File: src/rtl/pixel_upscale_2x.sv
// rtl/pixel_upscale_2x.sv - 2x nearest-neighbour grayscale upscaler with line buffer and 2-cycle timing pipeline
module pixel_upscale_2x #(
    parameter int SRC_W = 225,
    parameter int SRC_H = 225
) (
    input  logic       clk,
    input  logic       rst_n,
    input  logic       i_vs,
    input  logic       i_hs,
    input  logic       i_de,
    input  logic [7:0] s_data,
    input  logic       s_valid,
    output logic       s_ready,
    output logic       o_vs,
    output logic       o_hs,
    output logic       o_de,
    output logic [7:0] o_pix,
    output logic       o_underflow
);

    localparam int          AW    = (SRC_W > 1) ? $clog2(SRC_W) : 1;
    localparam logic [10:0] X_LIM = 11'(2 * SRC_W);
    localparam logic [10:0] Y_LIM = 11'(2 * SRC_H);

    typedef enum logic {WAIT_VS, ACTIVE} state_t;

    state_t      state_q, state_d;
    logic        vs_prev_q, vs_prev_d;
    logic        de_prev_q, de_prev_d;
    logic [10:0] x_q, x_d;
    logic [10:0] y_q, y_d;
    logic [7:0]  held_q, held_d;
    logic        uf_q, uf_d;

    logic        vs1_q, vs1_d, hs1_q, hs1_d, de1_q, de1_d;
    logic        win1_q, win1_d, odd1_q, odd1_d;
    logic [7:0]  pix1_q, pix1_d;
    logic        vs2_q, vs2_d, hs2_q, hs2_d, de2_q, de2_d;
    logic [7:0]  pix2_q, pix2_d;

    logic [7:0]  lbuf [SRC_W];
    logic [7:0]  rd_q;

    logic        vs_fall, de_fall, in_win, wr_en, rd_en;
    logic [7:0]  pix_in;
    logic [AW-1:0] addr;

    always_comb begin
        vs_fall = vs_prev_q & ~i_vs;
        de_fall = de_prev_q & ~i_de;
        in_win  = (state_q == ACTIVE) && i_de && (x_q < X_LIM) && (y_q < Y_LIM);
        s_ready = in_win & ~x_q[0] & ~y_q[0];
        pix_in  = s_valid ? s_data : 8'd0;
        addr    = x_q[AW:1];
        wr_en   = s_ready;
        rd_en   = in_win & y_q[0];

        state_d = state_q;
        if (state_q == WAIT_VS && vs_fall) begin
            state_d = ACTIVE;
        end

        x_d = x_q;
        y_d = y_q;
        if (vs_fall) begin
            x_d = 11'd0;
            y_d = 11'd0;
        end else begin
            if (state_q == ACTIVE && i_de) begin
                x_d = x_q + 11'd1;
            end else if (de_fall) begin
                x_d = 11'd0;
            end
            if (de_fall) begin
                y_d = y_q + 11'd1;
            end
        end

        // held pixel covers the duplicated odd column on even rows
        held_d    = s_ready ? pix_in : held_q;
        uf_d      = uf_q | (s_ready & ~s_valid);
        vs_prev_d = i_vs;
        de_prev_d = i_de;

        vs1_d  = i_vs;
        hs1_d  = i_hs;
        de1_d  = i_de;
        win1_d = in_win;
        odd1_d = y_q[0];
        pix1_d = held_d;

        vs2_d  = vs1_q;
        hs2_d  = hs1_q;
        de2_d  = de1_q;
        pix2_d = win1_q ? (odd1_q ? rd_q : pix1_q) : 8'd0;
    end

    always_ff @(posedge clk) begin
        if (!rst_n) begin
            state_q   <= WAIT_VS;
            vs_prev_q <= 1'b0;
            de_prev_q <= 1'b0;
            x_q       <= 11'd0;
            y_q       <= 11'd0;
            held_q    <= 8'd0;
            uf_q      <= 1'b0;
            vs1_q     <= 1'b1;
            hs1_q     <= 1'b1;
            de1_q     <= 1'b0;
            win1_q    <= 1'b0;
            odd1_q    <= 1'b0;
            pix1_q    <= 8'd0;
            vs2_q     <= 1'b1;
            hs2_q     <= 1'b1;
            de2_q     <= 1'b0;
            pix2_q    <= 8'd0;
        end else begin
            state_q   <= state_d;
            vs_prev_q <= vs_prev_d;
            de_prev_q <= de_prev_d;
            x_q       <= x_d;
            y_q       <= y_d;
            held_q    <= held_d;
            uf_q      <= uf_d;
            vs1_q     <= vs1_d;
            hs1_q     <= hs1_d;
            de1_q     <= de1_d;
            win1_q    <= win1_d;
            odd1_q    <= odd1_d;
            pix1_q    <= pix1_d;
            vs2_q     <= vs2_d;
            hs2_q     <= hs2_d;
            de2_q     <= de2_d;
            pix2_q    <= pix2_d;
        end
    end

    // line buffer: writes only on even rows, reads only on odd rows
    always_ff @(posedge clk) begin
        if (wr_en) begin
            lbuf[addr] <= pix_in;
        end
        if (rd_en) begin
            rd_q <= lbuf[addr];
        end
    end

    assign o_vs        = vs2_q;
    assign o_hs        = hs2_q;
    assign o_de        = de2_q;
    assign o_pix       = pix2_q;
    assign o_underflow = uf_q;

endmodule

File: config.mk
export PLATFORM = sky130hd
export DESIGN_NAME = pixel_upscale_2x
export DESIGN_NICKNAME = d
export VERILOG_FILES = /design/src/rtl/pixel_upscale_2x.sv
export SDC_FILE = /design/constraint.sdc
export NUM_CORES = 2
export LEC_CHECK = 0
export ABC_AREA = 1
export BUFFER_PORTS_ARGS = -buffer_cell sky130_fd_sc_hd__buf_4
export CORE_MARGIN = 2
export CORE_UTILIZATION = 25
export DETAILED_ROUTE_END_ITERATION = 8
export GPL_TIMING_DRIVEN = 0
export HOLD_SLACK_MARGIN = 0.05
export PLACE_DENSITY = 0.42
export SLEW_MARGIN = 40
export SYNTH_ARGS = -nofsm -noshare
export SYNTH_HDL_FRONTEND = slang
export SYNTH_SLANG_ARGS = --single-unit
File: constraint.sdc
create_clock -name clk -period 9.01 [get_ports clk]
set_input_delay 2.2525 -clock clk [delete_from_list [all_inputs] [get_ports clk]]
set_output_delay 2.2525 -clock clk [all_outputs]
set_load 0.01 [all_outputs]
[Word-level counts from Yosys, hierarchy flattened]
Memory sizes are Yosys's and may differ from the RTL's. A register that Yosys moved wholly into a read port is not among the register bits.
Index checks and enable logic that the tools add are counted.
Word-level totals
  bits in registers: 49
  bits in writable memories: 1800
  input port bits: 14
  output and inout port bits: 13
  memories: 1
Memories
  lbuf: words 225, width 8, read ports 1, clocked after Yosys merged registers in 1, write ports 1, line 41  | logic [7:0] lbuf [SRC_W];
Cells by class
  add/subtract/negate cells: 2
  order comparisons: 2
  muxes and demuxes: 6
  bitwise logic cells: 14
  reduce and logical (&&, ||, !) cells: 7
Operators with widths (count)
  11-bit by 1-bit adder with 11-bit output (second input constant): 2
  11-bit by 9-bit less-than comparator with 1-bit output (second input constant): 2
  11-bit 2-to-1 mux: 2
  8-bit 2-to-1 mux: 2
  1-bit NOT: 7
  1-bit bitwise AND: 6
  1-bit logical AND: 4
  1-bit 2-to-1 mux: 2
  2-bit AND reduction: 1
  2-bit nonzero test: 1
  2-bit OR reduction: 1
  1-bit bitwise OR: 1

[Depth between registers and ports, before layout]
  depth after elaboration: 7
  gate-level depth with buffers: 17
  depth with buffers taken out: 13

[Worst setup path after synthesis]
Ideal clock, no wire load.
  path type: input to register
  start: input s_valid
  end: memory lbuf[0][7], data pin
  library setup time: 0.703 ns
  arrival time: 5.013 ns
  data required time: 8.307 ns
  slack: 3.294 ns
  stages on the path: 3
  cells stage by stage: clkbuf_1 > nand2_1 > inv_1
Between the ends
  cells in the longest elaborated chain, start to end: 1
Ends and longest elaborated chain
  start, declared: line 12  | input logic s_valid,
  8-bit 2-to-1 mux: line 53  | pix_in = s_valid ? s_data : 8'd0;
  named net pix_in[7]: line 45  | logic [7:0] pix_in;
  end, declared: line 41
The timed path passes the listed nets, and every way through them passes these cells.

[Worst setup path after layout]
  start: input i_de
  end: output s_ready
Between the ends
  cells in the longest elaborated chain, start to end: 5
Ends and longest elaborated chain
  start, declared: line 10  | input logic i_de,
  1-bit logical AND (3 in series): line 51  | in_win = (state_q == ACTIVE) && i_de && (x_q < X_LIM) && (y_q < Y_LIM);
  1-bit bitwise AND (2 in series): line 52  | s_ready = in_win & ~x_q[0] & ~y_q[0];
  end, declared: line 13  | output logic s_ready,
No other way between the ends.

==> results.tsv <==
metric	value	unit
status	completed	
Clock Tree Root	clkbuf_16	
IO Pins	27	
DIE AREA	307500	um2
Setup-failing EPs final	0	
# DRC	0	
commonest non-fill, non-tap cell in the layout	nand2_1	
WP buf/inv	4	
Final Hold Vio Count	0	
drt total wl	259100	um
Tcrit/Tclk final	74.16	%
Global Route Usage Sum	16.58	%
Yosys warning count	0	
Yosys top cell area share	71.65	%
Relative slew margins	41.28	%
post-CTS sizing	0	
postcts setup bufs	0	
Hold/Removal Path Class	reg2reg	
Max IR drop VDD	150.7	uV
syn_area_per_cell	10.64	um2
pin count of the biggest net entering global routing	76	
first-pass GRT wire length	366900	um
Synth Instances	7120	
Crit path required time	6.76	ns
router iterations before antenna repair	7	
Main synth FF type	edfxtp_1	
top post-synthesis cells by area	edfxtp_1 72%, nand2_1 20%, nor2_1 1.9%	
minimum clock period after layout	6.682	ns
Clock Latency Late Sink	0.85	ns
antenna violations before repair	12	
clock sinks	1857	
Async S/R FF share, synth	0	%
kind of cell adding the most delay to the critical path	simple AND/OR/NAND/NOR gates	
vias in the first global route	50275	
Routed Antenna Nets	0	
Seq/Total Area, Yosys	72.94	%
wire length per cell	22.48	um
Worst setup SP type	input pin	
Die Span X	554.6	um
Critical Path End Type	output pin	
Vias per Instance	4.417	
Die Height	554.6	um
Cell variety after synth	33	
Mapped Area	75780	um2
Initial Util	25.07	%
CTS Hold Bufs	0	
largest area contributor in the netlist	edfxtp_1	
Nets	7393	
layout cell share with drive strength beyond 1	6.468	%
worst slew pin tran	0.8787	ns
DP HPWL	176900	um
max frequency	149.7	MHz
Layout area overhead	16.74	%
Clock Skews	0.02571	ns
MaxCap Viol Count	0	
# rows	202	
via count	50913	
P_leak	31.08	nW
clock tree buffer depth	3	
Port Buffers	25	
Clk pin slew, worst setup/hold paths	0.05	ns
most frequent cells in the layout	4065 x nand2_1, 1808 x edfxtp_1, 330 x nor2_1	
routability cong.	0.8729	
core area	302300	um2
RSZ-0062 raised after global routing	no	
Syn Nets	7136	
Worst EP arrival	4.43	ns
H-tree levels	4	
CP max stage delay	0.54	ns
WS Path Type	in2out	
Iteration-0 DRC Markers	4263	
CP max-delay cell	nor3_4	
Seq cells post-synth	1857	
FF/Latch Area	55270	um2
worst hold margin	0.4092	ns
Pwr per Cell Area	202.4	nW/um2
grt total ovfl	0	
FILL cells	31386	
CTS tree	done	
Multi-input gate area	19060	um2
final setup TNS	0	ns
R2R setup slack	3.76	ns
total power	17.91	mW
CP Max Fanout	10	
clock buffer count from CTS	200	
CP cell instances	buf_4 > nand2_1 > inv_1 > nand3_1 > a21oi_1 > nand2_1 > nor3_4 > clkbuf_1 > buf_4	
Post-synth EDFFs	1808	
Slew Viols, Final	0	
registers in the layout, summed over array words and instances, names as in the netlist:
signal       cells
vs_prev_q        1
hs1_q            1
rd_q             8
de1_q            1
lbuf          1800
state_q          1
odd1_q           1
o_pix            8
o_vs             1
win1_q           1
pix1_q           8
vs1_q            1
x_q             11
y_q             11
o_hs             1
o_de             1
o_underflow      1
metrics by stage:
stage	instances	instance area (um2)	util [%]	setup slack [ns]
after floorplan	7120	75780	-	3.294
after global placement	11123	80940	26.78	-2.782
after detailed placement	11153	81990	27.12	2.046
after CTS	11523	88400	29.25	2.242
after global routing	11524	88450	29.26	2.201
final	11527	88460	29.26	2.328
cell usage after synthesis, types with 17 or more instances:
library cell,count
inv_1,45
clkbuf_1,295
a22oi_1,17
buf_2,34
dfxtp_1,49
a21oi_1,46
nor2_1,382
o21ai_0,100
edfxtp_1,1808
buf_1,34
nand4_1,65
nand3_1,143
nand2_1,4070
worst paths after layout:
path	startpoint	end	cells after the start
max	i_de	s_ready	9
min	vs1_q$_SDFF_PN1_	o_vs$_SDFF_PN1_	1
min reg2reg	vs1_q$_SDFF_PN1_	o_vs$_SDFF_PN1_	1
max reg2reg	x_q[2]$_SDFFE_PP0P_	lbuf[126][7]$_DFFE_PP_	8
logic make-up (layout without fill, tap and decap cells):
group | Yosys count | after routing | synth area share [%]
AND/OR/NAND/NOR | 4674 | 4674 | 23.67
flip-flops | 1857 | 1857 | 72.94
buffers and inverters | 413 | 838 | 2.102
AO/OA/AOI/OAI | 173 | 173 | 1.245
adder cells (fa/ha/maj) | 2 | 2 | 0.03302
XOR/XNOR | 1 | 1 | 0.01156
other | 0 | 4 | 0
layout make-up:
cell class	count	share of cell area, %
buffer	363	1.673
timing repair buffer	55	1.123
antenna	4	0.01132
multi-input combinational	4850	21.55
clock buffer	250	5.952
clock inverter	120	1.300
inverter	50	0.2801
tap	3978	5.627
sequential	1857	62.48
power by group:
group | internal (mW) | switching (mW)
combinational | 0.0503 | 0.232
sequential | 9.47 | 0.00246
clock | 4.63 | 3.52
metal layers:
metal  global-route usage, %  wire length, um
met5                       0                0
met4                   4.551             6506
met2                   28.02           124700
met1                   22.52           117300
met3                   1.688            10650
(Power assumes the default switching activity.)
